### src/rtl/computer_top.sv
// Minisys I/O demonstrator top: switch conditioning, enter debounce and the interactive case FSM.
// Optional power-on LED sweep is compiled in with `define STARTUP_ANIM_EN.
module computer_top #(
  parameter int unsigned SYNC_STAGES     = 2,
  parameter int unsigned DEBOUNCE_CYCLES = 16,
  parameter int unsigned STARTUP_CYCLES  = 1024
) (
  input  logic [23:0] Minisys_Switches,
  output logic [23:0] Minisys_Lights,
  input  logic        Minisys_Clock,
  input  logic [4:0]  Minisys_Button
);

  localparam int unsigned CntW        = $clog2(DEBOUNCE_CYCLES + 1);
  // Long enough for the sync chain, the debouncer and the edge detector to settle after reset.
  localparam int unsigned SettleCycles = SYNC_STAGES + DEBOUNCE_CYCLES + 4;
  localparam int unsigned SettleW      = $clog2(SettleCycles + 1);

  typedef enum logic [2:0] {StIdle, StEcho, StArmed, StResult, StStartup} state_e;

  logic        rst;
  logic [23:0] sync_q [SYNC_STAGES];
  logic [23:0] sw_s;
  logic        deb_q, deb_d1_q;
  logic [CntW-1:0]    deb_cnt_q;
  logic [SettleW-1:0] settle_q;
  logic        settled, rise, fall;
  state_e      state_q;
  logic [2:0]  case_q;
  logic [15:0] op_q, result_q;
  logic [23:0] lights_q;
  logic        unused_inputs;

  assign rst           = Minisys_Button[3];
  assign sw_s          = sync_q[SYNC_STAGES-1];
  assign unused_inputs = ^{Minisys_Button[4], Minisys_Button[2:0], sw_s[19:16]};

  always_ff @(posedge Minisys_Clock) begin
    if (rst) begin
      for (int i = 0; i < int'(SYNC_STAGES); i++) sync_q[i] <= '0;
    end else begin
      sync_q[0] <= Minisys_Switches;
      for (int i = 1; i < int'(SYNC_STAGES); i++) sync_q[i] <= sync_q[i-1];
    end
  end

  always_ff @(posedge Minisys_Clock) begin
    if (rst) begin
      deb_q     <= 1'b0;
      deb_d1_q  <= 1'b0;
      deb_cnt_q <= '0;
      settle_q  <= '0;
    end else begin
      deb_d1_q <= deb_q;
      if (!settled) settle_q <= settle_q + SettleW'(1);
      if (sw_s[20] != deb_q) begin
        if (deb_cnt_q == CntW'(DEBOUNCE_CYCLES - 1)) begin
          deb_q     <= sw_s[20];
          deb_cnt_q <= '0;
        end else begin
          deb_cnt_q <= deb_cnt_q + CntW'(1);
        end
      end else begin
        deb_cnt_q <= '0;
      end
    end
  end

  // Edges are masked until settled so an enter switch held high through reset needs a fresh
  // fall and rise before anything is captured.
  assign settled = (settle_q == SettleW'(SettleCycles));
  assign rise    = settled & deb_q & ~deb_d1_q;
  assign fall    = settled & ~deb_q & deb_d1_q;

  function automatic logic [15:0] calc(input logic [2:0] sel, input logic [15:0] op);
    logic [15:0] r;
    logic [4:0]  clz;
    logic [7:0]  rev;
    logic        pal;
    clz = 5'd16;
    pal = 1'b1;
    for (int i = 0; i < 16; i++) if (op[i]) clz = 5'(15 - i);
    for (int i = 0; i < 8; i++) begin
      rev[i] = op[7-i];
      if (op[i] != op[15-i]) pal = 1'b0;
    end
    case (sel)
      3'd0:    r = {15'b0, (op != 16'd0) && ((op & (op - 16'd1)) == 16'd0)};
      3'd1:    r = {15'b0, ^op};
      3'd2:    r = {11'b0, clz};
      3'd3:    r = {8'b0, rev};
      3'd4:    r = {7'b0, {1'b0, op[7:0]} + {1'b0, op[15:8]}};
      3'd5:    r = {8'b0, op[7:0]} - {8'b0, op[15:8]};
      3'd6:    r = 16'(op[7:0]) * 16'(op[15:8]);
      default: r = {15'b0, pal};
    endcase
    return r;
  endfunction

`ifdef STARTUP_ANIM_EN
  localparam int unsigned StepCycles = (STARTUP_CYCLES / 32 > 0) ? STARTUP_CYCLES / 32 : 1;
  localparam int unsigned StW        = $clog2(STARTUP_CYCLES + 1);
  logic [StW-1:0] startup_cnt_q;
  logic [23:0]    marker;
  assign marker = 24'd1 << (startup_cnt_q / StW'(StepCycles));
`else
  logic [31:0] unused_startup;
  assign unused_startup = STARTUP_CYCLES;
`endif

  // LED image is loaded alongside each state change so the display tracks state_q exactly.
  always_ff @(posedge Minisys_Clock) begin
    if (rst) begin
`ifdef STARTUP_ANIM_EN
      state_q       <= StStartup;
      startup_cnt_q <= '0;
`else
      state_q       <= StIdle;
`endif
      case_q   <= '0;
      op_q     <= '0;
      result_q <= '0;
      lights_q <= '0;
    end else begin
      case (state_q)
        StIdle: begin
          if (rise) begin
            case_q   <= sw_s[23:21];
            op_q     <= sw_s[15:0];
            lights_q <= {1'b0, sw_s[23:21], 4'b0, sw_s[15:0]};
            state_q  <= StEcho;
          end else begin
            lights_q <= 24'h800000;
          end
        end
        StEcho: begin
          if (fall) begin
            lights_q <= {1'b1, case_q, 4'b0, op_q};
            state_q  <= StArmed;
          end else begin
            lights_q <= {1'b0, case_q, 4'b0, op_q};
          end
        end
        StArmed: begin
          if (rise) begin
            result_q <= calc(case_q, op_q);
            lights_q <= {1'b0, case_q, 3'b0, 1'b1, calc(case_q, op_q)};
            state_q  <= StResult;
          end else begin
            lights_q <= {1'b1, case_q, 4'b0, op_q};
          end
        end
        StResult: begin
          if (fall) begin
            lights_q <= 24'h800000;
            state_q  <= StIdle;
          end else begin
            lights_q <= {1'b0, case_q, 3'b0, 1'b1, result_q};
          end
        end
`ifdef STARTUP_ANIM_EN
        StStartup: begin
          if (startup_cnt_q == StW'(STARTUP_CYCLES - 1)) begin
            lights_q <= 24'h800000;
            state_q  <= StIdle;
          end else begin
            startup_cnt_q <= startup_cnt_q + StW'(1);
            lights_q      <= marker;
          end
        end
`endif
        default: begin
          lights_q <= 24'h800000;
          state_q  <= StIdle;
        end
      endcase
    end
  end

  assign Minisys_Lights = lights_q;

endmodule

### config.mk
export PLATFORM = sky130hd
export DESIGN_NAME = computer_top
export DESIGN_NICKNAME = d
export VERILOG_FILES = /design/src/rtl/computer_top.sv
export SDC_FILE = /design/constraint.sdc
export NUM_CORES = 1
export LEC_CHECK = 0
export BUFFER_PORTS_ARGS = -buffer_cell sky130_fd_sc_hd__buf_2
export CORE_ASPECT_RATIO = 0.7
export CORE_MARGIN = 2
export CORE_UTILIZATION = 50
export CTS_CLUSTER_DIAMETER = 40
export CTS_CLUSTER_SIZE = 40
export DETAILED_ROUTE_END_ITERATION = 12
export PLACE_DENSITY = 0.75
export SLEW_MARGIN = 15
export SYNTH_ARGS = -nofsm -noshare
export SYNTH_HDL_FRONTEND = slang
export SYNTH_SLANG_ARGS = --single-unit
### constraint.sdc
create_clock -name Minisys_Clock -period 4.86 [get_ports Minisys_Clock]
set_input_delay 0.486 -clock Minisys_Clock [delete_from_list [all_inputs] [get_ports Minisys_Clock]]
set_output_delay 0.486 -clock Minisys_Clock [all_outputs]
set_load 0.01 [all_outputs]
# Word-level counts from Yosys, hierarchy flattened
# Memories as Yosys holds them, arrays and structs flattened.
# Index checks and enable logic that the tools add are counted.
[totals]
ff_bits = 74
ramBits = 48
input_bits = 30
word_cells = 101
mem_count = 1
[memory_table]
columns = ["memory", "depth", "word_bits", "read_ports", "rd_clocked_by_memory_dff", "write_ports", "line", "rtl"]
rows = [
  ["sync_q", 2, 24, 2, 0, 2, "22", "logic [23:0] sync_q [SYNC_STAGES];"],
]
[classes]
n_addsub = 5
mul = 1
eq_ne = 24
muxes = 40
bitwise_logic = 10
reduce_logical = 11
[op_table]
columns = ["op", "count"]
rows = [
  ["$mux W24", 6],
  ["$pmux W16 S7", 1],
  ["$pmux W24 S4", 1],
  ["$mux W5", 16],
  ["$and A16 B16 Y16", 1],
  ["$logic_not A16 Y1", 1],
  ["$mul A8 B8 Y16", 1],
  ["$reduce_bool A16 Y1", 1],
  ["$reduce_xor A16 Y1", 1],
  ["$sub A16 B1 Y16 const B", 1],
  ["$eq A3 B2 Y1 const B", 4],
  ["$mux W3", 4],
  ["$pmux W3 S4", 1],
  ["$mux W1", 11],
  ["$add A5 B1 Y5 const B", 2],
  ["$add A8 B8 Y9", 1],
  ["$eq A3 B3 Y1 const B", 3],
  ["$ne A1 B1 Y1", 9],
  ["$sub A8 B8 Y9", 1],
  ["$ne A2 B2 Y1 const B", 4],
  ["$eq A3 B1 Y1 const B", 2],
  ["$logic_not A3 Y1", 2],
  ["$reduce_and A2 Y1", 3],
  ["$eq A5 B4 Y1 const B", 1],
  ["7 further kinds", 13],
]

# Logic depth before layout (Yosys ltp)
# Gate-level depths: netlist of run 1.
[depth]
word_depth = 19
mapped_depth = 19
mapped_depth_nobuf = 18

# Worst setup path after synthesis of run 1
# No wires, ideal clock.
[synth_timing]
path_kind = "flip-flop to flip-flop"
from = "register op_q[10]"
to = "register lights_q[13] (netlist: Minisys_Lights[13])"
setup_ns = 0.133
arrival_time_ns = 4.348
t_required_ns = 4.727
path_slack_ns = 0.379
stages_incl_launch_ff = 18
synth_period_minus_slack_ns = 4.481
cell_sequence = "dfxtp_1 > clkbuf_1 > clkinv_1 > nor2_1 > fa_1 > fa_1 > fa_1 > inv_1 > fa_1 > inv_1 > ha_1 > a21o_1 > a211oi_1 > o2bb2ai_1 > a21oi_1 > xor2_1 > a21oi_1 > a31oi_1"
[synth_via]
elab_chain_len = 4
elab_cells_between_ends = 5
[synth_lines]
columns = ["element", "line", "rtl"]
rows = [
  ["from (decl)", "30", "logic [15:0] op_q, result_q;"],
  ["from (signal assigned)", "129", "op_q <= sw_s[15:0];"],
  ["$mul A8 B8 Y16 or $sub A8 B8 Y9 (tied branches)", "94, 93", ""],
  ["$pmux W16 S7 *", "87", "case (sel)"],
  ["$mux W24 *", "145", "if (rise) begin"],
  ["$pmux W24 S4 *", "125", "case (state_q)"],
  ["to (signal assigned)", "130", "lights_q <= {1'b0, sw_s[23:21], 4'b0, sw_s[15:0]};"],
  ["to (signal assigned)", "147", "lights_q <= {1'b0, case_q, 3'b0, 1'b1, calc(case_q, op_q)};"],
  ["to (signal assigned)", "150", "lights_q <= {1'b1, case_q, 4'b0, op_q};"],
  ["to (decl)", "31", "logic [23:0] lights_q;"],
]
# Every way passes the cells marked *; elsewhere a longest branch is shown, timed or not.
# A chain may end at the register's enable or synchronous reset.

# Final worst setup path of run 1
[layout_timing]
from = "register op_q[3]"
to = "register lights_q[13] (netlist: Minisys_Lights[13])"
# The elaborated chain is that of the path after synthesis.

==> impl_results.md, run 1 <==
- Status: finished clean
- Slew @ Worst Pin: between 0.9 and 1 ns
- Longest Clk Path Bufs: 2
- Syn Inst Count: approximately 880
- H-Tree Depth: 3
- Post-cts sizing count: 0
- Area grow syn2layout: 12.4%
- Post-synth ARST share: 0
- Fin. max-slew vios: 0
- Vias in the first global route: a little over 6000
- Fin crit share: 0.973
- Fraction of layout cells with a size suffix above 1: 0.130
- Buffers added on ports: between 40 and 50
- Clk Latency, worst-skew pair: roughly 0.35 ns
- Final setup vio count: 0
- Dpl hpwl: ~15000 um
- Clk slew on worst S/H paths: about 0.07 ns
- Remaining antenna violation count: 0
- Worst Setup Start Kind: flip-flop
- Pre-CTS setup slack: between 0.03 and 0.04 ns
- Crit. End Element: flip-flop
- Initial Util: 0.509
- Fin nets: 1086
- Setup WS post-layout: between 0.1 and 0.15 ns
- DR vias/cell: about 5.8
- Dpl cells: about 1100
- Avg Inst Size Synth: between 8 and 9 um^2
- Die Y-Extent: about 110 um
- Worst path arrival time: 4.91 ns
- Hold WC Path Type: in -> reg
- Initial drt markers: 706
- Placer congestion estimate: roughly 1.0
- Post-Syn Area: 0.00747 mm^2
- Yosys cell types: a little under 70
- Final Util: 0.573
- Die area: approximately 0.016 mm^2
- WL/cell: between 15 and 20 um
- Max cap viols: 0
- Crit path time final: 4.73 ns
- Skew final: between 0.007 and 0.008 ns
- Inserted Diodes: 0
- Global-route wire length before repair: ~32000 um
- Final wirelength: around 20000 um
- Row count: 37
- Core ar.: approximately 0.015 mm^2
- Largest net degree at the start of global routing: 87
- Final Power: roughly 0.0018 W
- Most used DFF post-synth: dfxtp_1
- Slew HR: 0.362
- # fillers: ~1300
- Clk root buf: clkbuf_16
- Clk sinks: 110
- I/O pin total: 54
- Required @ worst endpoint: between 5 and 6 ns
- FMAX: about 0.21 GHz
- Synthesis warning total: 0
- Leak: about 3.7 nW
- Overall routing resource usage: 0.257
- Total setup buffers inserted after CTS: 0
- Type of the worst setup path: reg -> reg
- CP max FO: 7
- Initial antenna violation count: 0
- Sequential area share after synthesis: 0.295
- R2R Setup Slk: between 0.1 and 0.15 ns
- Residual DRC: 0
- Total number of vias: 6559
- Total CTS buffers: 9
- Peak supply drop: approximately 0.21 mV
- Final non-filler cell total: 1136
- Post-synth EDFFs: 0
- Hold Buf Count CTS: 0
- Hold Fails Final Rpt: 0
- Grt ovf: 0
- TritonCTS clock tree: built
- P per Cell Area: about 210 mW/mm^2
- Die width: 150 um
- Seq cells post-synth: 110
- TritonRoute pass-1 iters: 7
state kept, by name (all words and copies together) (netlist names):
name and count:
sync_q 40, Minisys_Lights 21, op_q 16, result_q 16, deb_cnt_q 5, settle_q 5, case_q 3, state_q 2
deb_d1_q 1, deb_q 1
power breakdown:
group / switching (W) / internal, W / leakage [nW]
Combinational: 0.0000834 / 0.0000401 / 2.62
Clock: 0.000340 / 0.000407 / 0.153
Sequential: 0.0000124 / 0.000923 / 0.898
Total: 0.000436 / 0.00137 / 3.67
path summary, 6_finish.rpt:
check                        from  depth (start not counted)                  to
max                       op_q[3]                         17  Minisys_Lights[13]
min          Minisys_Switches[23]                          2       sync_q[0][23]
min reg2reg          sync_q[0][5]                          1       sync_q[0][29]
max reg2reg               op_q[3]                         17  Minisys_Lights[13]
critical path, cell delays in order (launching register included):
cell and delay [ns]:
dfxtp_1 0.49, ha_1 0.22, inv_1 0.05, fa_1 0.47, fa_1 0.55, inv_1 0.05, fa_1 0.47, inv_1 0.05
fa_1 0.48, inv_1 0.04, ha_2 0.39, o21ai_0 0.11, o21bai_1 0.25, a21oi_2 0.15, a21oi_1 0.27, xor2_1 0.11
a21oi_1 0.24, a31oi_1 0.16
routing by layer:
metal / up-vias / share of wire / wire length [um] / track usage
li1: 3119 / - / - / -
met1: 3067 / 0.46 / 9150 / 0.385
met2: 340 / 0.41 / 8130 / 0.362
met3: 33 / 0.11 / 2190 / 0.0773
met4: 0 / 0.017 / 344 / 0.0573
met5: - / 0 / 0 / 0
cells in the mapped netlist (2+ instances only):
library cell,n,area share
o22ai_1,3,0.0025
xnor2_1,13,0.015
a22o_1,3,0.0035
inv_1,79,0.040
nand2b_1,5,0.0042
a221oi_1,2,0.0023
clkbuf_1,30,0.015
a21o_1,7,0.0070
mux2i_1,8,0.011
o21a_1,6,0.0060
dfxtp_1,110,0.29
nand4_1,7,0.0059
nor2_1,85,0.043
nand4b_1,3,0.0035
or4_1,2,0.0020
a22oi_1,14,0.014
o211ai_1,2,0.0020
a211oi_1,13,0.013
buf_1,2,0.0010
buf_4,3,0.0030
o2bb2ai_1,2,0.0023
a32oi_1,4,0.0047
a21oi_1,73,0.049
o31ai_1,4,0.0040
a222oi_1,5,0.0067
or3_1,6,0.0050
and2b_1,2,0.0020
buf_2,4,0.0027
and4_1,2,0.0023
a31oi_1,16,0.013
xor2_1,11,0.013
a311oi_1,2,0.0023
o21bai_1,4,0.0040
and2_1,2,0.0017
clkinv_1,7,0.0035
inv_2,2,0.0010
nor4_1,6,0.0050
nor2b_1,49,0.041
nand2_1,91,0.046
nor3_1,19,0.013
o21ai_0,19,0.013
ha_1,82,0.14
fa_1,38,0.10
nand3_1,9,0.0060
and3_1,4,0.0033
per-stage QoR:
step | hold slack (ns) | cell area [um^2] | TNS [ns]
floorplan | 0.414 | 7480 | 0
global placement | 0.416 | 8050 | 0
detailed placement | 0.421 | 8050 | 0
CTS | 0.335 | 8360 | 0
global route | 0.331 | 8400 | -0.0285
finish | 0.340 | 8400 | 0
logic make-up (layout without fill, tap and decap cells):
logic type,after synthesis,in the layout,share of synthesized area
fa+ha+maj,120,120,0.239
xor+xnor,24,24,0.0281
buf+inv,128,184,0.0675
flops,110,110,0.295
mux,8,8,0.0107
compound gates,194,194,0.169
simple gates,298,298,0.190
other cells,1,3,0.000502
layout make-up:
type                    instances  area (um^2)  area share
multi-input cells             647         4810       0.572
inverters                      88          338      0.0402
clock inverters                 7         82.6     0.00983
flip-flops and latches        110         2210       0.263
clock buffers                   9          225      0.0268
repair buffers                 80          495      0.0590
well taps                     195          244      0.0290
layout by cell type (no fill, tap or decap), types with 5 or more instances in the layout:
cell type / Yosys / layout
nor2_1: 85 / 85
xor2_1: 11 / 11
o21a_1: 6 / 6
clkbuf_16: 0 / 9
o21ai_0: 19 / 19
buf_2: 4 / 42
ha_1: 82 / 79
a222oi_1: 5 / 5
a21o_1: 7 / 7
a22oi_1: 14 / 14
nor3_1: 19 / 19
fa_1: 38 / 38
nor4_1: 6 / 5
nand2b_1: 5 / 5
nand3_1: 9 / 9
nand2_1: 91 / 91
buf_4: 3 / 38
dfxtp_2: 0 / 5
nand4_1: 7 / 7
xnor2_1: 13 / 13
dfxtp_1: 110 / 105
or3_1: 6 / 6
a21oi_1: 73 / 72
a211oi_1: 13 / 12
a31oi_1: 16 / 16
nor2b_1: 49 / 49
mux2i_1: 8 / 8
inv_1: 79 / 79
No activity file was read; power rests on OpenSTA's default activity.
==> inputs of run 2 (changes only) <==
ABC_AREA = 1   (was default)
==> impl_results.md, run 2 <==
- Vias in the first global route: ~6300
- Fin crit share: 0.951
- WL/cell: around 15 um
- Met2 Use GR: 0.366
- Skew final: roughly 0.016 ns
- Post-route cell area: 0.00848 mm^2
- CP max stage delay: ~0.55 ns
- Core ar.: about 0.015 mm^2
- Worst path arrival time: around 4.8 ns
- Slew @ Worst Pin: approximately 0.96 ns
- Global-route wire length before repair: approximately 32000 um
- Placed inst area: approximately 0.0082 mm^2
- Clk slew on worst S/H paths: 0.08 ns
- Residual DRC: 0
- Peak supply drop: ~0.23 mV
- H-Tree Depth: 3
- Slowest CP cell: fa_1
- Sequential area share after synthesis: 0.284
- DR vias/cell: approximately 5.2
- Top Usage Layer GRT: met1
- Type of the worst setup path: reg -> reg
- Initial Util: 0.506
- TritonRoute pass-1 iters: 5
- Initial antenna violation count: 0
- Most frequent cells in the layout: nand2_1, inv_1, dfxtp_1
- Dpl hpwl: roughly 15000 um
- Total CTS buffers: 9
- Final wirelength: 19600 um
- Slew HR: 0.363
- Remaining antenna violation count: 0
- Max cap viols: 0
- Inserted Diodes: 0
- Row count: 38
- Worst R2R Path Depth: 20
- Synthesis warning total: 0
- Final hold slack: around 0.32 ns
- Fin. max-slew vios: 0
- Synth cell count leaders: nand2_1, inv_1, dfxtp_1, a21oi_1, nor2_1
- P per Cell Area: about 200 mW/mm^2
- I/O pin total: between 50 and 60
- Post-synth ARST share: 0
- Fraction of layout cells with a size suffix above 1: 0.0899
- Hold WC Path Type: in -> reg
- Die area: approximately 0.017 mm^2
- Required @ worst endpoint: between 5 and 6 ns
- Met1 Use GR: 0.366
- Most common cell in the synthesized netlist: nand2_1
- Worst Setup Start Kind: flip-flop
- Met3 usage: 0.0445
- Final setup vio count: 0
- Largest register FFs: 40
- Syn Inst Count: between 1000 and 1500
- Buffers added on ports: 42
- Clk sinks: between 100 and 150
- Placer congestion estimate: roughly 0.96
- Yosys top cell area share: 0.284
- Commonest non-fill, non-tap cell in the layout: nand2_1
- Longest Clk Path Bufs: 2
- Post-synth EDFFs: 0
- RSZ-0062 raised after global routing: no
- Total number of vias: between 6000 and 7000
- TNS Setup: 0 ns
- Grt ovf: 0
- Crit path time final: 4.62 ns
- Cell taking the most area after synthesis: dfxtp_1
- Status: finished clean
- CP max FO: 6
- Clk root buf: clkbuf_16
- Most used DFF post-synth: dfxtp_1
- Top reg by flops: sync_q
- Fin nets: approximately 1300
- Critical path cell sequence: ha_1, inv_1, fa_1, fa_1, inv_1, fa_1, inv_1, fa_1, inv_1, ha_1, inv_1, nor3_1, nand2_1, nand2_1, a31oi_1, or2_2, nand3_1, nand2_1, nand2_1, a21oi_1
- Area grow syn2layout: 9.43%
- Most used cell along the critical path: inv_1
- Total setup buffers inserted after CTS: 0
- TritonCTS clock tree: built
- Avg Inst Size Synth: 7.14 um^2
- Overall routing resource usage: 0.244
- Leak: about 4.7 nW
- Hold Fails Final Rpt: 0
- Seq cells post-synth: 110
- Yosys cell types: 44
- Largest net degree at the start of global routing: ~100
- FMAX: about 0.22 GHz
- Ranking of synthesized cells by area: dfxtp_1, ha_1, nand2_1, inv_1, fa_1
- Initial drt markers: between 700 and 800
- Post-Syn Area: just under 0.008 mm^2
- Hold Crit Depth: 3
- Die Y-Extent: about 110 um
- Crit. End Element: flip-flop
- Die width: ~150 um
- Clk Latency, worst-skew pair: between 0.3 and 0.4 ns
## run 2: path summary, 6_finish.rpt
check | endpoint | slack [ns] | from
hold reg to reg | sync_q[0][25] | 0.40 | sync_q[0][1]
hold / removal | sync_q[0][12] | 0.32 | Minisys_Switches[12]
setup / recovery | Minisys_Lights[13] | 0.24 | op_q[11]
setup reg to reg | Minisys_Lights[13] | 0.24 | op_q[11]
## run 2: timing repair
action	CTS	global route
hold buffers	0	0
endpoints found under the hold margin	0	0
endpoints found under the setup margin	0	5
resized for setup	0	1
## run 2: critical path: cells and delay by family, from the launching register on
kind / cells / cell delay [ns]
buffers and inverters: 5 / 0.29
adder cells (fa/ha/maj): 6 / 2.53
AND/OR/NAND/NOR: 7 / 1.04
AO/OA/AOI/OAI: 2 / 0.16
flip-flops: 1 / 0.45
## run 2: stage by stage
stage	cells	power [W]	worst slack, ns	util
5_1_grt	1324	0.00177	0.0193	0.554
2_1_floorplan	1087	0.000976	0.632	-
3_3_place_gp	1308	0.000987	0.246	0.533
4_1_cts	1324	0.00173	0.172	0.554
6_report	1324	0.00172	0.240	0.554
3_5_place_dp	1308	0.000988	0.174	0.533
## run 2: routing by layer
metal / up-vias / share of wire
li1: 3414 / -
met1: 3156 / 0.48
met2: 284 / 0.41
met3: 24 / 0.097
met4: 0 / 0.013
met5: - / 0
## run 2: cell type report
cell class	count	area, um^2
multi-input combinational	714	4520
tap	200	250
fill	1459	6830
sequential	110	2200
clock buffer	9	225
inverter	223	837
timing repair buffer	61	355
clock inverter	7	88.8
## run 2: report_power, final
part,internal (W),total (W),switching (W)
clock,0.000371,0.000750,0.000378
combinational,0.0000152,0.0000409,0.0000257
sequential,0.000919,0.000926,0.00000701
total,0.00131,0.00172,0.000411
## run 2: cells by family (layout without fill, tap and decap cells)
group	Yosys count	in the layout	share of synthesized area
AOI/OAI and AO/OA	155	155	0.112
buffers and inverters	263	300	0.133
other	1	3	0.000484
adders and majority gates	120	120	0.231
DFF	110	110	0.284
and+or+nand+nor	426	426	0.228
xor gates and xnor gates	10	10	0.0113
